==> src/rtl/exponential_pkg_scrap.sv <==
// Shared bfloat16 constants, field geometry and sequencer state type for exp_sequencer.
// Special-operand helpers exist only when EXP_SEQ_SPECIAL_BYPASS_EN is defined.
package exponential_pkg_scrap;

    localparam int LAMP_FLOAT_DW   = 16;
    localparam int LAMP_FLOAT_E_DW = 8;
    localparam int LAMP_FLOAT_F_DW = 7;

    localparam logic [LAMP_FLOAT_DW-1:0] BF16_QNAN = 16'h7FC0;
    localparam logic [LAMP_FLOAT_DW-1:0] BF16_PINF = 16'h7F80;
    localparam logic [LAMP_FLOAT_DW-1:0] BF16_ZERO = 16'h0000;
    localparam logic [LAMP_FLOAT_DW-1:0] BF16_ONE  = 16'h3F80;

    typedef enum logic [1:0] {
        ST_IDLE  = 2'd0,
        ST_ISSUE = 2'd1,
        ST_WAIT  = 2'd2
    } exp_seq_state_t;

`ifdef EXP_SEQ_SPECIAL_BYPASS_EN
    // Exponent all-ones (inf/NaN) or all-zeros (zero/flushed subnormal).
    function automatic logic bf16_is_special(input logic [LAMP_FLOAT_DW-1:0] x);
        logic [LAMP_FLOAT_E_DW-1:0] e;
        e = x[LAMP_FLOAT_DW-2 -: LAMP_FLOAT_E_DW];
        return (e == '1) || (e == '0);
    endfunction

    function automatic logic [LAMP_FLOAT_DW-1:0] bf16_special_exp(input logic [LAMP_FLOAT_DW-1:0] x);
        logic [LAMP_FLOAT_E_DW-1:0] e;
        logic [LAMP_FLOAT_F_DW-1:0] f;
        e = x[LAMP_FLOAT_DW-2 -: LAMP_FLOAT_E_DW];
        f = x[LAMP_FLOAT_F_DW-1:0];
        if (e == '0)
            return BF16_ONE;
        if (f != '0)
            return BF16_QNAN;
        if (x[LAMP_FLOAT_DW-1])
            return BF16_ZERO;
        return BF16_PINF;
    endfunction
`endif

endpackage

==> src/rtl/exp_seq_fifo.sv <==
// Parameterized synchronous operand FIFO with combinational head; an empty FIFO presents 0.
// Storage is not reset, the head is masked while empty instead.
module exp_seq_fifo
    import exponential_pkg_scrap::*;
#(
    parameter int DEPTH = 4,
    parameter int DW    = LAMP_FLOAT_DW
) (
    input  logic          clk,
    input  logic          rst,
    input  logic          push_i,
    input  logic [DW-1:0] data_i,
    input  logic          pop_i,
    output logic [DW-1:0] head_o,
    output logic          ready_o,
    output logic          empty_o
);

    localparam int AW = $clog2(DEPTH);
    localparam int CW = AW + 1;

    logic [DW-1:0] mem_q [DEPTH];
    logic [AW-1:0] wptr_q, rptr_q;
    logic [CW-1:0] count_q, count_d;

    generate
        for (genvar gi = 0; gi < DEPTH; gi++) begin : g_entry
            always_ff @(posedge clk) begin
                if (push_i && (wptr_q == AW'(gi)))
                    mem_q[gi] <= data_i;
            end
        end
    endgenerate

    always_comb begin
        count_d = count_q;
        if (push_i && !pop_i)
            count_d = count_q + CW'(1);
        else if (pop_i && !push_i)
            count_d = count_q - CW'(1);
    end

    always_ff @(posedge clk) begin
        if (rst) begin
            wptr_q  <= '0;
            rptr_q  <= '0;
            count_q <= '0;
        end else begin
            if (push_i)
                wptr_q <= wptr_q + AW'(1);
            if (pop_i)
                rptr_q <= rptr_q + AW'(1);
            count_q <= count_d;
        end
    end

    assign empty_o = (count_q == '0);
    assign ready_o = (count_q < CW'(DEPTH));
    assign head_o  = empty_o ? '0 : mem_q[rptr_q];

endmodule

==> src/rtl/exp_sequencer.sv <==
// Operand sequencer feeding exponential_top one operation at a time, results kept in order.
// Optional local resolution of special operands: EXP_SEQ_SPECIAL_BYPASS_EN.
module exp_sequencer
    import exponential_pkg_scrap::*;
#(
    parameter int DEPTH = 4
) (
    input  logic                     clk,
    input  logic                     rst,
    input  logic                     in_valid_i,
    input  logic [LAMP_FLOAT_DW-1:0] in_data_i,
    output logic                     in_ready_o,
    output logic                     core_padv_o,
    output logic                     core_valid_o,
    output logic [LAMP_FLOAT_DW-1:0] core_data_o,
    input  logic                     core_ready_i,
    input  logic                     core_valid_i,
    input  logic [LAMP_FLOAT_DW-1:0] core_data_i,
    output logic                     out_valid_o,
    output logic [LAMP_FLOAT_DW-1:0] out_data_o,
    input  logic                     out_ready_i,
    output logic                     err_o
);

    exp_seq_state_t           state_q, state_d;
    logic                     out_valid_q;
    logic [LAMP_FLOAT_DW-1:0] out_data_q;
    logic                     err_q;

    logic                     push, pop, load;
    logic [LAMP_FLOAT_DW-1:0] load_data;
    logic [LAMP_FLOAT_DW-1:0] head;
    logic                     fifo_empty, fifo_ready;

    assign push = in_valid_i && fifo_ready;

    exp_seq_fifo #(
        .DEPTH (DEPTH),
        .DW    (LAMP_FLOAT_DW)
    ) u_fifo (
        .clk     (clk),
        .rst     (rst),
        .push_i  (push),
        .data_i  (in_data_i),
        .pop_i   (pop),
        .head_o  (head),
        .ready_o (fifo_ready),
        .empty_o (fifo_empty)
    );

    always_comb begin
        state_d      = state_q;
        pop          = 1'b0;
        load         = 1'b0;
        load_data    = core_data_i;
        core_valid_o = 1'b0;
        case (state_q)
            ST_IDLE: begin
                // Issue only into an empty output register so a load never meets a clear.
                if (!fifo_empty && !out_valid_q) begin
`ifdef EXP_SEQ_SPECIAL_BYPASS_EN
                    if (bf16_is_special(head)) begin
                        pop       = 1'b1;
                        load      = 1'b1;
                        load_data = bf16_special_exp(head);
                    end else begin
                        state_d = ST_ISSUE;
                    end
`else
                    state_d = ST_ISSUE;
`endif
                end
            end
            ST_ISSUE: begin
                core_valid_o = 1'b1;
                if (core_ready_i) begin
                    pop     = 1'b1;
                    state_d = ST_WAIT;
                end
            end
            ST_WAIT: begin
                if (core_valid_i) begin
                    load    = 1'b1;
                    state_d = ST_IDLE;
                end
            end
            default: state_d = ST_IDLE;
        endcase
    end

    always_ff @(posedge clk) begin
        if (rst) begin
            state_q     <= ST_IDLE;
            out_valid_q <= 1'b0;
            out_data_q  <= '0;
            err_q       <= 1'b0;
        end else begin
            state_q <= state_d;
            if (load) begin
                out_valid_q <= 1'b1;
                out_data_q  <= load_data;
            end else if (out_valid_q && out_ready_i) begin
                out_valid_q <= 1'b0;
            end
            if (core_valid_i && (state_q != ST_WAIT))
                err_q <= 1'b1;
        end
    end

    assign in_ready_o  = fifo_ready;
    assign core_padv_o = rst;
    assign core_data_o = head;
    assign out_valid_o = out_valid_q;
    assign out_data_o  = out_data_q;
    assign err_o       = err_q;

endmodule

==> config.mk <==
export PLATFORM = sky130hd
export DESIGN_NAME = exp_sequencer
export DESIGN_NICKNAME = d
export VERILOG_FILES = /design/src/rtl/exponential_pkg_scrap.sv /design/src/rtl/exp_seq_fifo.sv /design/src/rtl/exp_sequencer.sv
export SDC_FILE = /design/constraint.sdc
export NUM_CORES = 1
export LEC_CHECK = 0
export CORE_AREA = 2 2 78 80
export CTS_BUF_LIST = sky130_fd_sc_hd__clkbuf_2
export DETAILED_ROUTE_END_ITERATION = 12
export DIE_AREA = 0 0 80 82
export DONT_BUFFER_PORTS = 1
export GPL_ROUTABILITY_DRIVEN = 1
export PLACE_DENSITY = 0.79
export RECOVER_POWER = 25
export SKIP_CTS_REPAIR_TIMING = 1
export SKIP_LAST_GASP = 1
export SYNTH_ARGS = -nofsm -noshare
export SYNTH_HDL_FRONTEND = slang
export SYNTH_SLANG_ARGS = --single-unit
==> constraint.sdc <==
create_clock -name clk -period 2.4 [get_ports clk]
set_input_delay 0.36 -clock clk [delete_from_list [all_inputs] [get_ports clk]]
set_output_delay 0.36 -clock clk [all_outputs]
set_load 0.005 [all_outputs]
* Word-level counts from Yosys, hierarchy flattened
Memories as Yosys holds them, arrays and structs flattened. A register that Yosys moved wholly into a read port is not among the register bits.
Index checks and enable logic that the tools add are counted.
** Word-level totals
- Register bits after elaboration :: 27
- RAM bits :: 64
- Output and inout port bits :: 37
- Logic and storage cells :: 78
- Memories kept :: 1
** Cells by class
- Add/sub/neg operators :: 4
- Order comparisons :: 1
- Equality and inequality tests :: 9
- Muxes and demuxes :: 33
- Reductions and logical operators :: 23
** Memory list
- u_fifo.mem_q :: depth 4, bits a word 16, rd ports 1, clocked after memory_dff 1, write ports 1, line exp_seq_fifo.sv:22 : logic [DW-1:0] mem_q [DEPTH];
** Operators by type and width (number)
- $mux 16 :: 4
- $reduce_or 16->1 :: 3
- $mux 1 :: 18
- $mux 2 :: 8
- $logic_and 1x1->1 :: 10
- $ne 2x2->1 const B :: 4
- $eq 2x2->1 const B :: 3
- $mux 3 :: 2
- $pmux 2 s3 :: 1
- $add 2x1->2 const B :: 2
- $eq 2x1->1 const B :: 2
- $logic_not 1->1 :: 4
- $logic_not 2->1 :: 2
- $reduce_bool 2->1 :: 2
- $add 3x1->3 const B :: 1
- $logic_not 3->1 :: 1
- $lt 3x3->1 const B :: 1
- $reduce_and 3->1 :: 1
- $sub 3x1->3 const B :: 1

* Longest topological paths before layout
- Depth after elaboration :: 9
- Mapped depth :: 8
- Mapped depth without buffers :: 7

* By module
From an unflattened synthesis, not the netlist that was laid out.
** Unflattened totals
- Cells, all modules :: 235
- Area, all modules :: 3757.4 µm²
** Modules (own cells, without submodules)
- exp_seq_fifo :: instances 1, cells an instance 145, area each 2960.3 µm², seq. area each 2102.0 µm²
- exp_sequencer :: instances 1, cells an instance 90, area each 797.0 µm², seq. area each 400.4 µm²

* Least setup slack after synthesis
No wires, ideal clock.
- Kind :: input to register
- Start point :: input in_valid_i
- End point :: register u_fifo.count_q[2]
- Setup time :: 71 ps
- Arrival :: 1869 ps
- Required time :: 2329 ps
- Slack :: 460 ps
- Stages :: 8
- Buffers on the path :: 1
- Cell sequence :: nor2b_1 clkbuf_1 ha_1 inv_1 fa_1 xor2_1 or3_1 a21oi_1
** On the way
- Longest elaborated chain between the ends :: 4
** Ends and longest elaborated chain
- from (decl) :: line exp_sequencer.sv:10 : input logic in_valid_i,
- $logic_and 1x1->1 * :: line exp_sequencer.sv:35 : assign push = in_valid_i && fifo_ready;
- named net push :: line exp_sequencer.sv:30 : logic push, pop, load;
- $logic_not 1->1 :: line exp_seq_fifo.sv:39 : else if (pop_i && !push_i)
- $logic_and 1x1->1 :: line exp_seq_fifo.sv:39
- $reduce_bool 2->1 (no line)
- to (signal assigned) :: line exp_seq_fifo.sv:53 : count_q <= count_d;
- to (decl) :: line exp_seq_fifo.sv:24 : logic [CW-1:0] count_q, count_d;
The timed path passes the listed nets; every way through them passes the cells marked *.
A chain may end at the register's enable or synchronous reset.

==> impl_metrics.ini <==
[status]
outcome = completed

[sta]
final-hold-violation-count = 0
finalHoldWorstSlack_ns = 0.0271
final.setup_skew_ns = 0.0192
min_period_over_period = 0.926
achievable-frequency_mhz = 450
final-max-slew-violation-count = 0
report.final.setup_viol = 0
finalSetupTns_ns = 0
rsz0062_at_grt = false
tightestPinTransition_ns = 0.993
period_needed_ns = 2.22
relSlewSlack = 0.336

[grt]
grt_pass1_vias = 1785
gr-total-overflow = 0
grt_antenna_before_repair = 0
groute.usage.overall = 0.183
pin_count_of_the_biggest_net_entering_global_routing = 30
grt_first_pass_wirelength_um = 8620

[clocking]
cts.root.buffer_cell = clkbuf_2
clk_latency_ns = 0.50
ctsHtreeMaxLevel = 3
clkSlewWorstSetupHoldPaths_ns = 0.21
cts_tree = done
cts_made_buffers = 9
cts_max_path_buffers = 2
clkSinkCount = 93

[floorplanning]
die_w_um = 80
die_y_um = 82
placeableCoreArea_mm2 = 0.00575
io_pins = 75
fp.dieArea_mm2 = 0.00656
starting_density = 0.623
floorplan.rows = 28

[worst_setup_path]
timing.critical_path.to_type = primary output
crit_family = flip-flops
cp.arrival_ns = 1.86
critical_path_peak_fanout = 9
cpPeakStageDelay_ns = 0.64
critPathKind = reg -> out
timing.critical_path.from_type = flip-flop
worst-path-buf-inv = 1
crit_path_cells = buf_4 -> mux4_2 -> nor2b_1
worst_ep_required_time_ns = 2.04
cpMaxStageDelayCell = dfxtp_1

[drt]
wl_um = 6310
drtPass1Iterations = 6
vias_per_cell = 5.54
remaining_drc_errors = 0
detailedRoute.firstIterationViolations = 79
wl_per_cell_um = 17.8
vias = 1960
drt.antenna.violating_nets = 0

[yosys]
synth_nets = 278
post_synth_and_or_nand_nor_area_fraction = 0.102
area_of_the_mapped_netlist_mm2 = 0.00358
synth_warnings = 0
synth_compound_area_frac = 0.0318
yosys.area_share.adder = 0.0231
synthMuxAreaShare = 0.106
combinational_family_with_the_most_area_after_synthesis = multiplexers
avg_inst_size_synth_um2 = 15.3
post_synthesis_register_bit_count = 93
synth_top_cell_by_area = edfxtp_1
yosys-top-cells-area = edfxtp_1, dfxtp_1, mux4_2
yosys.area_share.xor_xnor = 0.0122
post_synth_inst_count = 234
synth_cell_types = 28
synth_top_area_share = 0.537
synth_sequential_area_ratio = 0.699

[worst_hold_path]
hold_path.class = in -> reg

[final_layout]
post_route_cells_drive_above_1_share = 0.147
n_antenna_cell = 0
layout.nets = 318
synthToLayoutAreaGrowth_pct = 15.4

[power]
power_density_mw_per_mm2 = 892
power.static_leakage_nw = 1.39
max_vdd_drop_mv = 0.850

[place]
gp_congestion = 0.702
io_buffers = 0
dpl.hpwl_um = 3850

[run]
maxCapViolations = 0
## final timing paths
check / startpoint / endpoint / slack [ns] / cells past startpoint
max: flip-flop / core_data_o[13] / 0.18 / 3
min: out_ready_i / out_valid_o / 0.03 / 2
max reg2reg: state_q[1] / u_fifo.count_q[2] / 0.45 / 7
min reg2reg: out_data_o[6] / out_data_o[6] / 0.50 / 2
## worst reg2reg max path: stages (launching register included)
cell,delay [ns]
dfxtp_1,0.46
nand3b_1,0.20
ha_1,0.21
inv_1,0.06
fa_1,0.37
xor2_1,0.16
or3_1,0.30
a21oi_1,0.14
## through the flow
stage                     setup slack, ns  cell area (um^2)  total power [W]  cells   util
after CTS                           0.102              3790          0.00365    320  0.659
after global routing               0.0239              4130          0.00390    354  0.719
after floorplan                     0.460              3580          0.00266    234      -
final                               0.177              4130          0.00368    354  0.719
after detailed placement            0.502              3660          0.00285    304  0.637
after global placement              0.578              3660          0.00282    304  0.637
## per-layer routing
metal | track usage | up-vias | share of wire
met5 | 0 | - | 0
met4 | 0.110 | 0 | 0.020
met3 | 0.0462 | 10 | 0.044
met2 | 0.310 | 61 | 0.54
met1 | 0.211 | 969 | 0.39
li1 | - | 920 | -
## synth_stat cells
cell	number
edfxtp_1	64
nand2_1	32
dfxtp_1	29
a21oi_1	19
nor2b_1	19
mux4_2	16
nor2_1	8
clkbuf_1	5
ha_1	5
and2_1	4
buf_2	4
inv_1	4
xor2_1	4
nand2b_1	3
buf_6	2
mux2i_1	2
nand3b_1	2
o21ai_0	2
and3b_1	1
buf_4	1
clkbuf_2	1
fa_1	1
nand4b_1	1
nor3_1	1
nor3_2	1
o31a_1	1
or3_1	1
xnor2_1	1
## registers in the layout, indices dropped and copies added, names as in the netlist, named ones only
register	cells
err_o	1
u_fifo.rptr_q	2
u_fifo.count_q	3
out_valid_o	1
u_fifo.wptr_q	2
state_q	2
u_fifo.mem_q	64
out_data_o	16
## layout make-up
type                            count  area [um^2]
Tap cell                           75         93.8
Clock inverter                      5         75.1
Fill cell                         391         1620
Multi-Input combinational cell    124          987
Timing Repair Buffer               42          400
Sequential cell                    93         2500
Inverter                            4         15.0
Clock buffer                       11         55.1
## cell families after synthesis
logic type               Yosys count
flip-flops                        93
adder cells (fa/ha/maj)            6
multiplexers                      18
AND/OR/NAND/NOR                   73
XOR/XNOR                           5
buffers and inverters             17
AO/OA/AOI/OAI                     22
## layout by cell type, fill, tap and decap left out
cell and count:
nand2b_1 3, nor2_1 8, buf_4 8, and2_1 4, xnor2_1 1, nand4b_1 1
inv_1 4, nor2b_1 19, edfxtp_1 64, nand3b_1 2, xor2_1 4, fa_1 1
inv_4 1, nor3_2 1, inv_2 1, mux4_2 16, nor3_1 1, bufinv_16 2
o21ai_0 2, dfxtp_1 29, and3b_1 1, clkbuf_2 11, ha_1 5, mux2i_1 2
a21oi_1 19, or3_1 1, o31a_1 1, clkinv_2 1, nand2_1 32, dlygate4sd3_1 34
## power breakdown
| group | total [W] | leakage, nW | internal (W) | switching, W |
|---|---|---|---|---|
| Clock | 0.000821 | 0.0866 | 0.000351 | 0.000470 |
| Combinational | 0.000849 | 0.486 | 0.000397 | 0.000452 |
| Sequential | 0.00201 | 0.822 | 0.00192 | 0.0000983 |
(Power assumes the default switching activity.)
